===== config.mk =====
export PLATFORM = sky130hd
export DESIGN_NAME = param_report_seq
export DESIGN_NICKNAME = d
export VERILOG_FILES = /design/src/rtl/param_report_seq.sv
export SDC_FILE = /design/constraint.sdc
export NUM_CORES = 1
export LEC_CHECK = 0
export ABC_AREA = 1
export CORE_UTILIZATION = 47
export CTS_BUF_LIST = sky130_fd_sc_hd__clkbuf_16
export DETAILED_ROUTE_END_ITERATION = 16
export PLACE_DENSITY = 0.67
export REMOVE_ABC_BUFFERS = 1
export SETUP_SLACK_MARGIN = 0.3
export SLEW_MARGIN = 20
export SYNTH_ARGS = -nofsm -noshare
export SYNTH_HDL_FRONTEND = slang
export SYNTH_SLANG_ARGS = --single-unit

===== constraint.sdc =====
create_clock -name clk_i -period 2.94 [get_ports clk_i]
set_clock_uncertainty 0.1 [all_clocks]
set_input_delay 0.588 -clock clk_i [delete_from_list [all_inputs] [get_ports clk_i]]
set_output_delay 0.588 -clock clk_i [all_outputs]
set_load 0.05 [all_outputs]

===== src/rtl/param_report_seq.sv =====
// param_report_seq: serialises the build-time parameter set into a 17-byte
// framed stream (sync, tag/value pairs, XOR checksum) over valid/ready.
// Frames start on start_i or, with PERIOD>0, automatically after each frame.
module param_report_seq #(
  parameter bit          BOO    = 1'b0,
  parameter int          INT    = 0,
  parameter logic        LOG    = 1'b0,
  parameter logic [7:0]  VEC    = 8'd0,
  parameter logic [31:0] STR    = "ABCD",
  parameter real         REA    = 0.0,
  parameter int          PERIOD = 0
) (
  input  logic       clk_i,
  input  logic       rst_ni,
  input  logic       start_i,
  input  logic       abort_i,
  output logic [7:0] data_o,
  output logic       valid_o,
  input  logic       ready_i,
  output logic       busy_o,
  output logic       done_o,
  output logic [4:0] count_o
);

  typedef enum logic [2:0] {IDLE, SYNC, TAG, VAL, CSUM, DONE} state_t;

  localparam logic [7:0] SYNC_BYTE = 8'hA5;
  localparam logic [7:0] INT_BYTE  = 8'(INT);
  localparam logic [7:0] REA_BYTE  = (REA == 0.0) ? 8'h00 : 8'h01;
  localparam logic [4:0] LAST_IDX  = 5'd16;

  state_t      state;
  logic [4:0]  idx;
  logic [7:0]  csum;
  logic        abort_pend;
  logic        armed;
  logic [31:0] period_cnt;

  logic        accept;
  logic        abort_now;
  logic        auto_fire;
  logic [4:0]  next_idx;

  // Fixed frame content for byte positions 0..15; position 16 is the checksum.
  function automatic logic [7:0] frame_byte(input logic [4:0] i);
    logic [7:0] b;
    case (i)
      5'd0:    b = SYNC_BYTE;
      5'd1:    b = 8'h42;
      5'd2:    b = {7'd0, BOO};
      5'd3:    b = 8'h49;
      5'd4:    b = INT_BYTE;
      5'd5:    b = 8'h4C;
      5'd6:    b = {7'd0, LOG};
      5'd7:    b = 8'h56;
      5'd8:    b = VEC;
      5'd9:    b = 8'h53;
      5'd10:   b = STR[31:24];
      5'd11:   b = STR[23:16];
      5'd12:   b = STR[15:8];
      5'd13:   b = STR[7:0];
      5'd14:   b = 8'h52;
      5'd15:   b = REA_BYTE;
      default: b = 8'h00;
    endcase
    return b;
  endfunction

  // FSM state that owns a given byte position.
  function automatic state_t state_of(input logic [4:0] i);
    state_t s;
    if (i == 5'd0)                        s = SYNC;
    else if (i == LAST_IDX)               s = CSUM;
    else if (i >= 5'd10 && i <= 5'd13)    s = VAL;
    else if (i == 5'd14)                  s = TAG;
    else if (i == 5'd15)                  s = VAL;
    else if (i[0])                        s = TAG;
    else                                  s = VAL;
    return s;
  endfunction

  // Handshake, abort and periodic-trigger decode.
  always_comb begin
    accept    = valid_o & ready_i;
    abort_now = abort_i | abort_pend;
    auto_fire = (PERIOD > 0) && armed && (period_cnt <= 32'd1);
    next_idx  = idx + 5'd1;
  end

  // Sequencer FSM with registered stream outputs and period counter.
  // The period counter is loaded on the edge that ends a frame and counts
  // down through DONE and IDLE, so the next sync byte appears PERIOD cycles
  // after done_o.
  always_ff @(posedge clk_i or negedge rst_ni) begin
    if (!rst_ni) begin
      state      <= IDLE;
      idx        <= '0;
      csum       <= '0;
      abort_pend <= 1'b0;
      armed      <= 1'b0;
      period_cnt <= '0;
      data_o     <= '0;
      valid_o    <= 1'b0;
      busy_o     <= 1'b0;
      done_o     <= 1'b0;
      count_o    <= '0;
    end else begin
      done_o <= 1'b0;
      case (state)
        IDLE: begin
          if (start_i || auto_fire) begin
            state      <= SYNC;
            idx        <= '0;
            csum       <= '0;
            abort_pend <= 1'b0;
            armed      <= 1'b0;
            period_cnt <= '0;
            data_o     <= SYNC_BYTE;
            valid_o    <= 1'b1;
            busy_o     <= 1'b1;
            count_o    <= '0;
          end else if (armed) begin
            period_cnt <= period_cnt - 32'd1;
          end
        end
        SYNC, TAG, VAL, CSUM: begin
          if (abort_i) abort_pend <= 1'b1;
          if (accept) begin
            count_o <= count_o + 5'd1;
            if (abort_now || state == CSUM) begin
              state      <= abort_now ? IDLE : DONE;
              done_o     <= !abort_now;
              abort_pend <= 1'b0;
              data_o     <= '0;
              valid_o    <= 1'b0;
              busy_o     <= 1'b0;
              if (PERIOD > 0) begin
                armed      <= 1'b1;
                period_cnt <= 32'(PERIOD);
              end
            end else begin
              idx    <= next_idx;
              state  <= state_of(next_idx);
              csum   <= csum ^ data_o;
              data_o <= (next_idx == LAST_IDX) ? (csum ^ data_o) : frame_byte(next_idx);
            end
          end
        end
        DONE: begin
          state <= IDLE;
          if (armed) period_cnt <= period_cnt - 32'd1;
        end
        default: state <= IDLE;
      endcase
    end
  end

endmodule

# == After elaboration in Yosys (flattened, before gate mapping) ==
# Memory sizes are Yosys's and may differ from the RTL's.
# Cells that the tools add are included.
# totals
register_bits,32
latch_bits,0
ram_bits,0
romBits,128
in_bits,5
output_inout_bits,16
word_cells,78
memories,1
# mem_list
name,words,word_bits,rd,rd_clocked_by_memory_dff,write_ports,line,rtl
(name not given),16,8,1,0,0,47,case (i)
# classes
addsub,2
mul,0
div_mod_pow,0
n_lt_le_gt_ge,2
n_eq_ne,11
shifts,0
muxes,39
n_bitwise,3
reduce_logical,12
# op_table
cell,count
two-way mux 8 bit,8
one-hot mux 8 bit (2 select lines),2
two-way mux 5 bit,4
one-hot mux 5 bit (2 select lines),2
two-way mux 3 bit,6
two-way mux 1 bit,14
"adder 5 x 1 -> 5 bit, second input constant",2
"== test 5 x 4 -> 1 bit, second input constant",2
"inequality test 2 bit, second input constant",4
AND reduction 4 bit,2
XOR 8 bit,1
"== test 3 x 2 -> 1 bit, second input constant",2
one-hot mux 3 bit (2 select lines),1
"== test 5 bit, second input constant",1
">= comparator 5 x 4 -> 1 bit, second input constant",1
"<= comparator 5 x 4 -> 1 bit, second input constant",1
zero test 5 bit,1
one-hot mux 1 bit (2 select lines),2
AND reduction 2 bit,2
OR reduction 4 bit,1
"== test 3 x 1 -> 1 bit, second input constant",1
"== test 3 bit, second input constant",1
zero test 3 bit,1
AND reduction 3 bit,1
other kinds (6),6

# == Logic depth before layout (Yosys ltp) ==
# logic_depth
word_depth,10
ltp_mapped,15
ltp_nobuf,15

# == Least setup slack after synthesis ==
# No wires, ideal clock.
# synth_path
path_kind,register to register
start,register idx[0]
end,register state[0]
setup_ns,0.117
arrival_ns,1.550
required_time_ns,2.723
setup_slack_ns,1.173
stages_incl_launch_ff,14
path_buffers,0
period_less_slack_ns,1.767
path_cell_list,dfrtp_1 > ha_1 > inv_1 > nand2_1 > nand2_2 > nand2_2 > nor2_4 > inv_2 > nor2_4 > inv_2 > nand2_1 > nand2_1 > nand2_1 > nand2_1
# synth_between
elab_chain_cells,10
elab_cells_between_ends,17
cone_classes,add/sub: 1; order compare: 2; eq/ne: 3; mux: 9; reduce/logical: 2
# synth_lines
element,line,rtl
from (decl),33,logic [4:0] idx;
from (signal assigned),142,idx <= next_idx;
adder 5 x 1 -> 5 bit (*),87,next_idx = idx + 5'd1;
branches (longest 5 deep; another with >= comparator 5 x 4 -> 1 bit),n/a,
two-way mux 3 bit (*),72,if (i == 5'd0) s = SYNC;
two-way mux 3 bit (*),130,if (abort_now || state == CSUM) begin
two-way mux 3 bit (*),128,if (accept) begin
one-hot mux 3 bit (2 select lines) (*),109,case (state)
to (signal assigned),131,state <= abort_now ? IDLE : DONE;
to (signal assigned),143,state <= state_of(next_idx);
to (decl),32,state_t state;
# Every way passes the cells marked *. The select of a mux whose other input is x is not followed.
# A chain may end at the register's enable or synchronous reset.

# == Worst setup path after layout ==
# layout_path
start,register count_o[0]
end,output port count_o[0]
# layout_rtl
element,line,rtl
from (decl),22,output logic [4:0] count_o
from (signal assigned),129,count_o <= count_o + 5'd1;
# No word-level cell between the ends.

==> flow_summary.toml <==
[sta]
setup_ws_ps = 751.1
max_slew.worst_pin.slew_ps = 499.5
slew_headroom = 0.6660
period_share = 0.7445
finalHoldViolCount = 0
rsz0062_at_grt = "no"
setup_tns_ps = 0
fmax_mhz = 456.9
setup_violations = 0
finalHoldWorstSlack_ps = 388.2
slew_violations = 0
final.min_clock_period_ps = 2189

[floorplan]
die-area_sq_um = 4423
core-area_sq_um = 4000
start_util = 0.4889
die_x_microns = 66.51
rows = 23
die_h_microns = 66.51
top_level_ports = 21

[pwr]
leakagePower_nw = 1.071
clockPowerShare = 0.168
power.internal_w = 0.001438
p_sw_w = 0.001440
ir_worst_vdd_uv = 669.3
pwr-share-comb = 0.571
power_density_nw_per_um2 = 1232
seqPwrFrac = 0.261
swShare = 0.5003

[finish]
num-nets-final = 282
drive_gt1_frac = 0.1328
area_growth_pct = 19.51
diodes = 0

[synthesis]
synth-edff-count = 0
synth.area.top_cells = "dfrtp_1, nand2_1, o21ai_0"
syn_avg_cell_area_sq_um = 7.982
ys_seq_area_frac = 0.4095
ys_ff_latch = 32
synthTopCellsByCount = "nand2_1, dfrtp_1, inv_1"
ys.warnings.count = 0
yosys.area.top_type = "dfrtp_1"
synth_most_common_cell = "nand2_1"
synth_top_cell_area_share = 0.4095
yosysUniqueCellTypes = 33
netlist_area_sq_um = 1956
postSynthCellCount = 245
async_flop_share = 1.000
synth_ff_type = "dfrtp_1"

[clocking]
clkTransAtPathRegs_ps = 50
clock_latency_ps = 280
tritoncts = "yes"
postCtsResizedCells = 0
postCtsSetupBuffers = 0
cts_hold_buf = 0
ctsHtreeMaxLevel = 2
cts.sinks = 32
cts.path.max_buffers = 2
cts_buffers = 5
cts_root_buffer = "clkbuf_16"

[critical_path]
critical_path_class = "flop to output pin"
timing.critical_path.buf_inv = 1
cp_max_fo = 5
path_cells = "clkdlybuf4s50_1"
worst_path_dominant_cell_family = "buffers and inverters"
cpMaxStageDelayCell = "clkdlybuf4s50_1"
end_kind = "output pin"
arrival_ps = 1500
worstPathRequired_ps = 2250
rrSetupSlack_ps = 870
critical-path-max-stage-delay_ps = 830
start_kind = "flop"

[global_route]
grt_use_total = 0.2204
globalRouteOverflowTotal = 0
grt_pass1_vias = 1558
grt_pass1_wl_mm = 7.141
grt_max_degree = 33
antenna_found_initial = 0

[routing]
vias_per_cell = 5.097
drc = 0
dr_total_vias = 1636
drt.antenna.violating_nets = 0
drtIter0Drc = 91
wl_per_cell_microns = 12.93
drt_pass1_iterations = 4
finalWirelength_mm = 4.150

[placement]
io_buffers = 20
gp_congestion = 0.8316
dp_hpwl_mm = 3.033
dp_slack_ps = 579.7

[min_path]
hold_path_class = "flop to flop"

[run_status]
outcome = "completed"

[flow_run]
drv_cap = 0
[placed cells by master (no fill, tap or decap), types with 3 or more instances in the layout]
| master | Yosys | layout |
|---|---|---|
| xor2_1 | 5 | 5 |
| nor2_1 | 21 | 21 |
| nand2_2 | 5 | 5 |
| xnor2_1 | 4 | 4 |
| clkdlybuf4s50_1 | 0 | 20 |
| o22ai_1 | 3 | 3 |
| o31ai_2 | 3 | 3 |
| ha_1 | 7 | 7 |
| o21ai_0 | 18 | 18 |
| o21ai_1 | 8 | 8 |
| a21oi_1 | 9 | 9 |
| dfrtp_1 | 32 | 32 |
| nor2_2 | 4 | 4 |
| clkbuf_16 | 0 | 5 |
| nor2_4 | 5 | 5 |
| nand2_1 | 59 | 59 |
| nand3_1 | 16 | 16 |
| inv_2 | 4 | 4 |
| inv_1 | 24 | 24 |
[cells by family (layout without fill, tap and decap cells)]
kind of cell    after synthesis  in the layout  share of synthesized area
fa+ha+maj                     7              7                    0.04478
simple gates                117            117                     0.2828
xor+xnor                      9              9                    0.04030
compound gates               46             46                     0.1433
buf+inv                      34             60                    0.07934
flops                        32             32                     0.4095
[registers in the layout (all words and copies together) (netlist names)]
name,count
abort_pend,1
busy_o,1
count_o,5
csum,8
data_o,8
done_o,1
idx,5
state,3
[area by class of cell]
cell class,count,area [sq um]
clock buffers,5,125.1
clock inverters,3,13.76
fillers,377,1663
inverters,30,120.1
multi-input cells,179,999.7
flip-flops and latches,32,800.8
well taps,50,62.56
repair buffers,22,215.2
[per-layer routing]
layer | track usage | routed length [microns] | up-vias
met5 | 0 | 0 | -
met4 | 0.06383 | 59 | 0
met3 | 0.06678 | 141 | 8
met2 | 0.3431 | 1843 | 23
met1 | 0.2941 | 2106 | 759
li1 | - | - | 846
[worst paths after layout]
kind | cells after the start | to | startpoint
max | 1 | count_o[0] | count_o[0]$_DFFE_PN0P_
min | 1 | abort_pend$_DFFE_PN0P_ | abort_pend$_DFFE_PN0P_
max reg2reg | 12 | state[0]$_DFFE_PN0P_ | idx[0]$_DFFE_PN0P_
min reg2reg | 1 | abort_pend$_DFFE_PN0P_ | abort_pend$_DFFE_PN0P_
max in group asynchronous | 2 | idx[2]$_DFFE_PN0P_ | rst_ni
min in group asynchronous | 2 | csum[4]$_DFFE_PN0P_ | rst_ni
[power by group through the flow]
stage	clock network, W	registers, W	logic (W)
after floorplan	0	0.000973	0.000985
after global placement	0	0.000757	0.00162
after detailed placement	0	0.000758	0.00163
after CTS	0.000497	0.000752	0.00165
after global routing	0.000517	0.000773	0.00184
final	0.000484	0.000751	0.00164
[through the flow]
stage	total power (W)	util	instance area [sq um]	instances
6_report	0.002878	0.5843	2337	321
3_3_place_gp	0.002374	0.5496	2198	313
2_1_floorplan	0.001958	-	1921	241
5_1_grt	0.003127	0.5843	2337	321
3_5_place_dp	0.002392	0.5496	2198	313
4_1_cts	0.002896	0.5843	2337	321
Power figures use the tool's default switching activity.
